===== config.mk =====
export PLATFORM = sky130hd
export DESIGN_NAME = mem_bus_arbiter
export DESIGN_NICKNAME = d
export VERILOG_FILES = /design/src/rtl/mem_bus_pkg.sv /design/src/rtl/mem_bus_arbiter.sv
export SDC_FILE = /design/constraint.sdc
export NUM_CORES = 1
export LEC_CHECK = 0
export ABC_AREA = 1
export CORE_MARGIN = 2
export CORE_UTILIZATION = 35
export CTS_CLUSTER_SIZE = 40
export DETAILED_ROUTE_END_ITERATION = 16
export PLACE_DENSITY = 0.68
export SLEW_MARGIN = 20
export SYNTH_ARGS = -nofsm -noshare
export SYNTH_HDL_FRONTEND = slang
export SYNTH_SLANG_ARGS = --single-unit

===== constraint.sdc =====
create_clock -name clk -period 1.9 [get_ports clk]
set_input_delay 0.285 -clock clk [delete_from_list [all_inputs] [get_ports clk]]
set_output_delay 0.285 -clock clk [all_outputs]
set_load 0.005 [all_outputs]

===== src/rtl/mem_bus_pkg.sv =====
// rtl/mem_bus_pkg.sv - shared types and constants for the memory bus arbiter
package mem_bus_pkg;

  typedef enum logic [1:0] {
    IDLE   = 2'b00,
    BUSY_I = 2'b01,
    BUSY_D = 2'b10,
    RESP   = 2'b11
  } state_t;

  localparam logic [1:0] SZ_WORD = 2'b00;
  localparam logic [1:0] SZ_HALF = 2'b01;
  localparam logic [1:0] SZ_BYTE = 2'b10;

  localparam logic [31:0] DEF_ERR_DATA = 32'hDEAD_BEEF;

endpackage


===== src/rtl/mem_bus_arbiter.sv =====
// rtl/mem_bus_arbiter.sv - fetch/data arbiter for a single memory port
// Data side wins by default; a streak limit and an ack watchdog bound every wait.
module mem_bus_arbiter
  import mem_bus_pkg::*;
#(
  parameter int                ADDR_W         = 32,
  parameter int                DATA_W         = 32,
  parameter int                MAX_D_STREAK   = 4,
  parameter int                TIMEOUT_CYCLES = 64,
  parameter logic [DATA_W-1:0] ERR_DATA       = DATA_W'(DEF_ERR_DATA)
) (
  input  logic              clk,
  input  logic              rst,
  input  logic              i_req,
  input  logic [ADDR_W-1:0] i_addr,
  output logic [DATA_W-1:0] i_rdata,
  output logic              i_ack_n,
  input  logic              d_req,
  input  logic              d_we,
  input  logic [1:0]        d_size,
  input  logic [ADDR_W-1:0] d_addr,
  input  logic [DATA_W-1:0] d_wdata,
  output logic [DATA_W-1:0] d_rdata,
  output logic              d_ack_n,
  output logic              m_req,
  output logic              m_we,
  output logic [1:0]        m_size,
  output logic [ADDR_W-1:0] m_addr,
  output logic [DATA_W-1:0] m_wdata,
  input  logic [DATA_W-1:0] m_rdata,
  input  logic              m_ack_n,
  output logic              timeout_err
);

  localparam int SW = $clog2(MAX_D_STREAK + 1);
  localparam int WW = (TIMEOUT_CYCLES < 2) ? 1 : $clog2(TIMEOUT_CYCLES + 1);
  localparam logic [SW-1:0] STREAK_MAX = SW'(MAX_D_STREAK);
  localparam logic [WW-1:0] WD_LAST    = WW'((TIMEOUT_CYCLES == 0) ? 0 : TIMEOUT_CYCLES - 1);

  state_t            state, state_n;
  logic [SW-1:0]     streak, streak_n;
  logic [WW-1:0]     wd, wd_n;
  logic              m_req_n, m_we_n, i_ack_n_n, d_ack_n_n, timeout_err_n;
  logic [1:0]        m_size_n;
  logic [ADDR_W-1:0] m_addr_n;
  logic [DATA_W-1:0] m_wdata_n, i_rdata_n, d_rdata_n;

  always_ff @(posedge clk) begin
    if (rst) begin
      state       <= IDLE;
      streak      <= '0;
      wd          <= '0;
      m_req       <= 1'b0;
      m_we        <= 1'b0;
      m_size      <= SZ_WORD;
      m_addr      <= '0;
      m_wdata     <= '0;
      i_ack_n     <= 1'b1;
      d_ack_n     <= 1'b1;
      i_rdata     <= '0;
      d_rdata     <= '0;
      timeout_err <= 1'b0;
    end else begin
      state       <= state_n;
      streak      <= streak_n;
      wd          <= wd_n;
      m_req       <= m_req_n;
      m_we        <= m_we_n;
      m_size      <= m_size_n;
      m_addr      <= m_addr_n;
      m_wdata     <= m_wdata_n;
      i_ack_n     <= i_ack_n_n;
      d_ack_n     <= d_ack_n_n;
      i_rdata     <= i_rdata_n;
      d_rdata     <= d_rdata_n;
      timeout_err <= timeout_err_n;
    end
  end

  always_comb begin
    state_n       = state;
    streak_n      = streak;
    wd_n          = wd;
    m_req_n       = m_req;
    m_we_n        = m_we;
    m_size_n      = m_size;
    m_addr_n      = m_addr;
    m_wdata_n     = m_wdata;
    i_rdata_n     = i_rdata;
    d_rdata_n     = d_rdata;
    i_ack_n_n     = 1'b1;
    d_ack_n_n     = 1'b1;
    timeout_err_n = 1'b0;

    case (state)
      IDLE: begin
        // The D grant condition already guarantees streak < MAX when i_req is high.
        if (d_req && (!i_req || streak < STREAK_MAX)) begin
          state_n   = BUSY_D;
          m_req_n   = 1'b1;
          m_we_n    = d_we;
          m_size_n  = d_size;
          m_addr_n  = d_addr;
          m_wdata_n = d_wdata;
          wd_n      = '0;
          streak_n  = i_req ? streak + SW'(1) : '0;
        end else if (i_req) begin
          state_n  = BUSY_I;
          m_req_n  = 1'b1;
          m_we_n   = 1'b0;
          m_size_n = SZ_WORD;
          m_addr_n = i_addr;
          wd_n     = '0;
          streak_n = '0;
        end
      end
      BUSY_I, BUSY_D: begin
        if (!m_ack_n) begin
          if (state == BUSY_I) begin
            i_rdata_n = m_rdata;
            i_ack_n_n = 1'b0;
          end else begin
            d_rdata_n = m_rdata;
            d_ack_n_n = 1'b0;
          end
          m_req_n = 1'b0;
          state_n = RESP;
        end else if (TIMEOUT_CYCLES != 0 && wd == WD_LAST) begin
          if (state == BUSY_I) begin
            i_rdata_n = ERR_DATA;
            i_ack_n_n = 1'b0;
          end else begin
            d_rdata_n = ERR_DATA;
            d_ack_n_n = 1'b0;
          end
          timeout_err_n = 1'b1;
          m_req_n       = 1'b0;
          state_n       = RESP;
        end else if (TIMEOUT_CYCLES != 0) begin
          wd_n = wd + WW'(1);
        end
      end
      RESP:    state_n = IDLE;
      default: state_n = IDLE;
    endcase
  end

endmodule

==> impl_results.rst, run 1 <==
.. list-table::
   :header-rows: 1

   * - Metric
     - Value
   * - Root Buffer
     - clkbuf_16
   * - Routed wire length per instance
     - 14.33 um
   * - Total wirelength of the detailed-routed design
     - 19.07 mm
   * - Crit path largest cell delay
     - 0.39 ns
   * - Worst ir drop on vdd
     - 0.8927 mV
   * - # port buffers
     - 270
   * - Clock-pin slew on the worst setup and hold paths
     - 0.06 ns
   * - Average vias per placed instance
     - 4.749
   * - Drc violations
     - 0
   * - Top fanout value on the critical path
     - 20
   * - Slew at the pin closest to its max-slew limit
     - 0.4073 ns
   * - Leading area contributor after synthesis
     - dfxtp_1
   * - Total Routing Usage GR
     - 20.74%
   * - Global placement routability congestion
     - 0.7704
   * - Endpoint kind of the worst setup timing path
     - flop
   * - Ranking of synthesized cells by area
     - dfxtp_1 47%, nor2_1 12%, nand2_1 11%
   * - Required time of the critical path
     - 2.26 ns
   * - Seq/Total Area, Yosys
     - 47.22%
   * - Initial standard-cell utilization of the core
     - 35.91%
   * - Number of antenna violations at the first check in global routing
     - 0
   * - Worst clock skew on the final layout
     - 0.006012 ns
   * - Crit-path cells
     - ha_2, nand2_2, nor2_2, nand2_2, nand2_4, nand2_8, nor2_8, buf_12, nor2_1, nor2_1
   * - Crit path buffers/inverters
     - 1
   * - Worst-case clock buffer depth
     - 2
   * - Cell area after synthesis
     - 6232 um2
   * - Post-layout util
     - 56.97%
   * - Horizontal extent of the die
     - 137.4 um
   * - Part of the power in registers
     - 31.4%
   * - Total negative setup slack
     - 0 ns
   * - DRT Pass-1 Iters
     - 6
   * - Setup repair after global routing missed its margin
     - no
   * - Number of rows in the core area
     - 48
   * - Overall Power
     - 0.01434 W
   * - Run status
     - finished, final reports clean
   * - Number of hold violations in the final report
     - 0
   * - Vias in the first global route
     - 6122
   * - Design internal power
     - 0.009334 W
   * - Total grt overflow
     - 0
   * - Proportion of layout cells with a drive suffix above 1
     - 7.595%
   * - Area Overhead vs Synth
     - 58.66%
   * - Half-perimeter wire length of the detailed placement result
     - 13.34 mm
   * - Filler Cell Count
     - 1643
   * - Total non-filler cell area in the finished layout
     - 9888 um2
   * - Max-capacitance violation count
     - 0
   * - Vertical extent of the die
     - 137.4 um
   * - Gate count after technology mapping
     - 840
   * - Share of the clock period used by the worst path
     - 91.17%
   * - Switching component of the power
     - 0.005002 W
   * - Count of nets left with antenna violations after detail routing
     - 0
   * - Largest delay contributor family on the critical path
     - simple AND/OR/NAND/NOR gates
   * - Slowest cell on the critical path
     - dfxtp_1
   * - Highest Clock Rate
     - 0.5773 GHz
   * - I/O pin total
     - 271
   * - Routed via count
     - 6321
   * - DP Area
     - 9224 um2
   * - Fraction of power spent switching nets
     - 34.89%
   * - Most common cell after layout, fill and taps aside
     - clkdlybuf4s50_1
   * - Max transition margin
     - 72.85%
   * - Core area
     - 17360 um2
   * - Min cycle time layout
     - 1.732 ns
   * - Starting DRT DRC Count
     - 313
   * - Total inserted antenna cells
     - 0
   * - Critical path launch point type
     - flop
   * - Final Max Tran Viols
     - 0
   * - Crit path kind
     - flop to flop
   * - Total nets after synthesis
     - 980
   * - Number of H-tree levels
     - 4
   * - TritonCTS Buffers
     - 17
   * - Worst Path Arrival
     - 2.09 ns
   * - Global-route wire length before repair
     - 30.50 mm
   * - Final count of negative-setup-slack endpoints
     - 0
   * - Clk_lat worst skew
     - 0.42 ns
   * - Power density over cell area
     - 1450 nW/um2
   * - Min-delay worst type
     - input pin to flop
   * - Fraction of synthesized cell area taken by the top area cell type
     - 47.22%
   * - Worst hold margin
     - 0.4206 ns
   * - Share of total power in the clock network
     - 25.6%
   * - Number of nets at the end of the flow
     - 1233
   * - Flop and latch count out of synthesis
     - 147
   * - Hold-fix buffers, CTS
     - 0
   * - CTS tree
     - done
   * - Power share of the combinational group
     - 43.1%
   * - Die Footprint
     - 18890 um2
   * - Most frequent cells in the layout
     - 270 x clkdlybuf4s50_1, 193 x nor2_1, 178 x nand2_1
   * - Leakage
     - 4.307 nW
   * - Number of unique standard cell types used by synthesis
     - 25
   * - Pin count of the biggest net entering global routing
     - 62
   * - Sinks on the clock net
     - 147
   * - Syn Area/Cell
     - 7.419 um2
   * - Synth warnings
     - 0
==> metal layers <==
metal	track usage (%)	vias to the layer above	routed length, um
li1	-	3235	-
met1	23.99	2868	7984
met2	34.02	203	8855
met3	9.566	15	2000
met4	6.701	0	232
met5	0	-	0
==> Yosys cell counts <==
library cell and count:
a21oi_4 1, o21ai_0 35, nor2_8 2, nor2_1 193, inv_1 38, nor3b_1 1
buf_8 1, buf_6 6, ha_1 4, dfxtp_1 147, nand4_1 50, o211a_1 32
buf_2 8, clkbuf_1 42, a21oi_1 15, nor4_1 1, buf_4 1, buf_1 2
inv_2 3, nand3_1 60, nand2_4 1, nand2_8 1, nor2_2 13, nand2_1 178
nand2_2 5
==> final timing paths <==
check	endpoint	cells after the start	start	slack, ns
max	d_rdata[8]	10	wd[0]	0.17
min	m_size[1]	3	d_size[1]	0.42
max reg2reg	d_rdata[8]	10	wd[0]	0.17
min reg2reg	m_size[1]	2	m_size[1]	0.46
==> stage by stage <==
stage,worst slack (ns),std cells
floorplan,0.3532,840
global placement,0.1137,1298
detailed placement,0.07203,1298
CTS,0.1028,1330
global route,0.008840,1331
finish,0.1677,1331
==> worst min-delay path: stages <==
cell	delay, ns
clkdlybuf4s50_1	0.39
nand2_1	0.06
a21oi_1	0.05
==> cell type report <==
class	count	area (um2)	share of cell area, %
Timing Repair Buffer	294	3020	30.55
Sequential cell	147	2943	29.76
Multi-Input combinational cell	592	2845	28.77
Clock buffer	18	439.2	4.441
Tap cell	225	281.5	2.847
Clock inverter	14	202.7	2.050
Inverter	41	156.4	1.582
==> power groups by stage <==
| stage | registers (W) | clock network, W | logic [W] |
|---|---|---|---|
| after floorplan | 0.00459 | 0 | 0.00309 |
| after global placement | 0.00454 | 0 | 0.00615 |
| after detailed placement | 0.00455 | 0 | 0.00617 |
| after CTS | 0.00450 | 0.00375 | 0.00622 |
| after global routing | 0.00461 | 0.00387 | 0.00690 |
| final | 0.00449 | 0.00366 | 0.00618 |
==> registers in the layout, indices dropped and copies added (netlist names), 2 cells and up <==
register  flops
m_wdata      32
wd            7
m_size        2
streak        3
d_rdata      32
m_addr       32
i_rdata      32
state         2
==> cells by family after synthesis <==
family	Yosys count	share of synthesized area, %
AOI/OAI and AO/OA	83	9.416
adders and majority gates	4	0.8031
buffers and inverters	101	7.207
DFF	147	47.22
and+or+nand+nor	505	35.35
==> timing repair <==
item,in CTS,in global routing
buffers inserted,0,1
setup endpoints to repair,0,19
resized for setup,0,1
No activity file was read; power rests on OpenSTA's default activity.
==> inputs of run 2 (changes only) <==
--- a/config.mk
+++ b/config.mk
@@ -8,6 +8,7 @@
 export ABC_AREA = 1
 export CORE_MARGIN = 2
 export CORE_UTILIZATION = 35
+export CTS_CLUSTER_DIAMETER = 200
 export CTS_CLUSTER_SIZE = 40
 export DETAILED_ROUTE_END_ITERATION = 16
 export PLACE_DENSITY = 0.68
==> results of run 2 <==
The final DEF is identical to that of run 1; final timing and power are the same.
